--- src/rtl/asynchronous_fifo.sv ---
// asynchronous_fifo
//   Single-clock FIFO buffer between a producer and a consumer, both on clk1.
//   Storage is a DEPTH x DATA_WIDTH register array with a registered read port.
//   The FIFO reports full/empty status and almost_full/almost_empty flags for flow control.
//
// Ports
//   clk1          in   1           clock; all state updates on the rising edge
//   wrst_n        in   1           synchronous reset, active HIGH (the name is historical)
//   wr_en         in   1           write request, accepted when not full
//   rd_en         in   1           read request, accepted when not empty
//   din           in   DATA_WIDTH  write data
//   dout          out  DATA_WIDTH  read data, valid the edge after an accepted read, else held
//   full          out  1           occupancy == DEPTH
//   empty         out  1           occupancy == 0
//   almost_full   out  1           occupancy >= AFULL_THRESH
//   almost_empty  out  1           occupancy <= AEMPTY_THRESH
module asynchronous_fifo #(
   parameter int DATA_WIDTH    = 8,
   parameter int DEPTH         = 16,
   parameter int ADDR_WIDTH    = 4,
   parameter int AFULL_THRESH  = 14,
   parameter int AEMPTY_THRESH = 2
) (
   input  logic                  clk1,
   input  logic                  wrst_n,
   input  logic                  wr_en,
   input  logic                  rd_en,
   input  logic [DATA_WIDTH-1:0] din,
   output logic [DATA_WIDTH-1:0] dout,
   output logic                  full,
   output logic                  empty,
   output logic                  almost_full,
   output logic                  almost_empty
);

   localparam int PW = ADDR_WIDTH + 1;

   // Thresholds and the unit increment are sized to the pointer/count width
   // so every compare and add is width-exact.
   localparam logic [PW-1:0] AFULL_L  = AFULL_THRESH[PW-1:0];
   localparam logic [PW-1:0] AEMPTY_L = AEMPTY_THRESH[PW-1:0];
   localparam logic [PW-1:0] ONE_L    = {{ADDR_WIDTH{1'b0}}, 1'b1};

   logic [DATA_WIDTH-1:0] mem [DEPTH];

   logic [PW-1:0]         wr_ptr_q, wr_ptr_d;
   logic [PW-1:0]         rd_ptr_q, rd_ptr_d;
   logic [PW-1:0]         count_q,  count_d;
   logic [DATA_WIDTH-1:0] dout_q,   dout_d;

   logic                  full_c;
   logic                  empty_c;
   logic                  wr_accept;
   logic                  rd_accept;

   logic [ADDR_WIDTH-1:0] wr_addr;
   logic [ADDR_WIDTH-1:0] rd_addr;

   assign wr_addr = wr_ptr_q[ADDR_WIDTH-1:0];
   assign rd_addr = rd_ptr_q[ADDR_WIDTH-1:0];

   // The extra pointer MSB separates "same slot, one lap ahead" (full)
   // from "same slot, same lap" (empty).
   assign full_c  = (wr_ptr_q[ADDR_WIDTH] != rd_ptr_q[ADDR_WIDTH]) && (wr_addr == rd_addr);
   assign empty_c = (wr_ptr_q == rd_ptr_q);

   // Gating by the registered flags means that a write and a read requested
   // together on an empty FIFO only write, and on a full FIFO only read.
   assign wr_accept = wr_en & ~full_c;
   assign rd_accept = rd_en & ~empty_c;

   always_comb begin
      wr_ptr_d = wr_ptr_q;
      rd_ptr_d = rd_ptr_q;
      count_d  = count_q;
      dout_d   = dout_q;

      if (wr_accept) begin
         wr_ptr_d = wr_ptr_q + ONE_L;
      end
      if (rd_accept) begin
         rd_ptr_d = rd_ptr_q + ONE_L;
         dout_d   = mem[rd_addr];
      end

      case ({wr_accept, rd_accept})
         2'b10:   count_d = count_q + ONE_L;
         2'b01:   count_d = count_q - ONE_L;
         default: count_d = count_q;
      endcase
   end

   always_ff @(posedge clk1) begin
      if (wrst_n) begin
         wr_ptr_q <= '0;
         rd_ptr_q <= '0;
         count_q  <= '0;
         dout_q   <= '0;
      end else begin
         wr_ptr_q <= wr_ptr_d;
         rd_ptr_q <= rd_ptr_d;
         count_q  <= count_d;
         dout_q   <= dout_d;
      end
   end

   // Storage is deliberately left out of reset; a reset makes the old
   // contents unreachable by clearing the pointers instead.
   always_ff @(posedge clk1) begin
      if (!wrst_n && wr_accept) begin
         mem[wr_addr] <= din;
      end
   end

   assign dout         = dout_q;
   assign full         = full_c;
   assign empty        = empty_c;
   assign almost_full  = (count_q >= AFULL_L);
   assign almost_empty = (count_q <= AEMPTY_L);

endmodule

--- config.mk ---
export PLATFORM = sky130hd
export DESIGN_NAME = asynchronous_fifo
export DESIGN_NICKNAME = d
export VERILOG_FILES = /design/src/rtl/asynchronous_fifo.sv
export SDC_FILE = /design/constraint.sdc
export NUM_CORES = 1
export LEC_CHECK = 0
export CAP_MARGIN = 30
export CORE_ASPECT_RATIO = 0.6
export CORE_UTILIZATION = 45
export CTS_CLUSTER_DIAMETER = 60
export CTS_CLUSTER_SIZE = 16
export DETAILED_ROUTE_END_ITERATION = 10
export PLACE_DENSITY_LB_ADDON = 0.2
export SYNTH_ARGS = -nofsm -noshare
export SYNTH_HDL_FRONTEND = slang
export SYNTH_SLANG_ARGS = --single-unit
--- constraint.sdc ---
create_clock -name clk1 -period 3.8 [get_ports clk1]
set_input_delay 0.57 -clock clk1 [delete_from_list [all_inputs] [get_ports clk1]]
set_output_delay 0.57 -clock clk1 [all_outputs]
set_load 0.05 [all_outputs]
==> impl_metrics.toml <==
[synthesis]
yosysWarningCount = 0
synthCells = 374
ys_seq_area_share_pct = 69.0
netlist.area_leader.share_pct = 61.6
synth_area_um2 = 6230
yosysTopAreaCell = "edfxtp_1"
synth_ff_type = "edfxtp_1"
synth_common_cells = "128 x edfxtp_1, 24 x mux4_2, 23 x dfxtp_1"
ys_types = 38
async_flop_share_pct = 0
post-synth-top-count-cell = "edfxtp_1"
synth_edf_count = 128
yosys-top-cells-area = "edfxtp_1 62%, mux4_2 8.7%, dfxtp_1 7.4%"
avgSynthCellArea_um2 = 16.7
synth_nets = 396
ys_seq_elements = 151

[sta]
totalNegativeSetupSlack_ns = 0
tightest_slew_ns = 0.910
drv_slew = 0
period_needed_ns = 3.19
slew_headroom_pct = 38.8
rsz0062_at_grt = "no"
setup_viol = 0
fin_crit_sh_pct = 83.9
worst_slack_ns = 0.611
hold_viol = 0
skew_ns = 0.0116
max_freq_mhz = 314

[detailed_routing]
wl_met3_um = 1110
wl_per_cell_um = 21.7
viasPerCell = 5.65
drt-total-wl_um = 13000
first_pass_iters = 5
top_layer = "met4"
dr_wl_met2_um = 5420
drc = 0
initialDrtViolationCount = 326
num_vias = 3376
wl_met1_um = 6310
route.antenna.remaining_nets = 0

[worst_hold_path]
worstHoldPathType = "reg -> reg"
holdPathStages = 2

[power_and_ir_drop]
pwr_density_cell_nw_per_um2 = 569
intPower_w = 0.00306
p_leak_nw = 2.37
fin_total_pwr_w = 0.00417
pwr-share-seq_pct = 45.4
power_frac_clock_pct = 40.1
comb_power_share_pct = 14.6
switchingPower_w = 0.00111
p_sw_share_pct = 26.6
peakVddDrop_uv = 303

[global_route]
grt.overflow.total = 0
grt_pass1_vias = 3321
antenna_found_initial = 0
grt_usage_pct = 20.0
grt_pass1_wl_um = 20200
grt_max_degree = 53

[place]
dp_slack_ns = 0.603
io_buffers = 23
post-dp-hpwl_um = 8540
gp_congestion = 0.847

[critical_path]
crit_chain = "xnor2_1, nand4_1, o21ai_2, inv_1, ha_1, fa_1, a21o_1, a21oi_1, xor2_1, or3_1, a21oi_1"
worstPathArrival_ns = 3.55
max_stage_delay_ns = 0.64
crit_fanout = 14
path_buf_inv = 1
path_delay_family = "adder cells"
cp_slowest_cell = "dfxtp_1"
critPathRequiredTime_ns = 4.16
cp-end-kind = "flip-flop"
reg2regPathDepth = 11
crit_top_cell = "a21oi_1"
worstSetupPathType = "reg -> reg"
crit_cells = 11
critPathLaunchType = "flip-flop"

[clocking]
cts.sinks = 151
postCtsSetupBuffers = 0
hold_buffers = 0
path_clk_slew_ns = 0.07
clk_path_buf_depth = 2
cts_tree = "built"
postCtsResizedCells = 0
clkLatencyLatePin_ns = 0.42
cts_root_buffer = "clkbuf_16"
cts-htree-levels = 4
numCtsBuffers = 17

[floorplan]
dieWidth_um = 154
rows = 32
die_area_um2 = 14300
start_util_pct = 47.3
core_area_um2 = 13200
fp.dieH_um = 93.2
num_io_pins = 24

[status]
outcome = "completed"

[run]
drv_cap = 0

[finish]
fin_nets = 436
area_delta_synth_final_pct = 17.5
drive_above_1_share_pct = 25.8
antennaDiodeCount = 0
[layer usage]
metal / vias up / track usage [%]
li1: 1562 / -
met1: 1694 / 31.8
met2: 109 / 26.7
met3: 11 / 4.87
met4: 0 / 5.75
met5: - / 0
[through the flow]
step	instances	hold slack [ns]	utilization, %	instance area [µm²]
floorplan	374	0.467	-	6230
global placement	565	0.485	51.1	6730
detailed placement	565	0.491	51.1	6730
CTS	597	0.504	55.6	7330
global route	597	0.520	55.6	7330
finish	597	0.500	55.6	7330
[worst reg2reg max path, cell delays in order (launching register included)]
cell	delay (ns)
dfxtp_1	0.64
xnor2_1	0.19
nand4_1	0.26
o21ai_2	0.21
inv_1	0.20
ha_1	0.34
fa_1	0.43
a21o_1	0.17
a21oi_1	0.17
xor2_1	0.09
or3_1	0.31
a21oi_1	0.13
[worst paths after layout]
kind              slack, ns   startpoint    endpoint
setup / recovery       0.61  wr_ptr_q[3]  count_q[4]
hold / removal         0.50      dout[6]     dout[6]
setup reg to reg       0.61  wr_ptr_q[3]  count_q[4]
hold reg to reg        0.50      dout[6]     dout[6]
[cell type report]
class,instances,area [µm²]
fillers,1007,5850
flip-flops and latches,151,4310
multi-input cells,194,1800
clock buffers,17,425
repair buffers,46,403
well taps,170,213
clock inverters,15,168
inverters,4,15.0
[state kept, by name, summed over array words and instances (netlist names)]
name,count
rd_ptr_q,5
count_q,5
wr_ptr_q,5
mem,128
dout,8
[cells by family after synthesis]
logic type	after synthesis	synth area share, %
fa+ha+maj	10	2.13
xor+xnor	14	1.97
flops	151	69.0
simple gates	82	6.90
mux	43	12.0
buf+inv	29	2.55
compound gates	45	5.38
[power groups by stage]
stage               Combinational [W]  Sequential [W]  Clock (W)
detailed placement           0.000611         0.00193          0
CTS                          0.000614         0.00189    0.00170
floorplan                    0.000368         0.00198          0
global route                 0.000660         0.00190    0.00176
global placement             0.000606         0.00193          0
finish                       0.000607         0.00189    0.00167
[cell usage in the layout, fill, tap and decap left out, drive strengths merged, types with 16 or more instances in the layout]
| cell type | Yosys | routed |
|---|---|---|
| nor3 | 20 | 20 |
| a211oi | 16 | 16 |
| clkbuf | 6 | 17 |
| nor2 | 21 | 21 |
| dfxtp | 23 | 23 |
| mux2 | 16 | 16 |
| buf | 19 | 23 |
| mux4 | 24 | 24 |
| clkdlybuf4s50 | 0 | 23 |
| edfxtp | 128 | 128 |
Power figures use the tool's default switching activity.
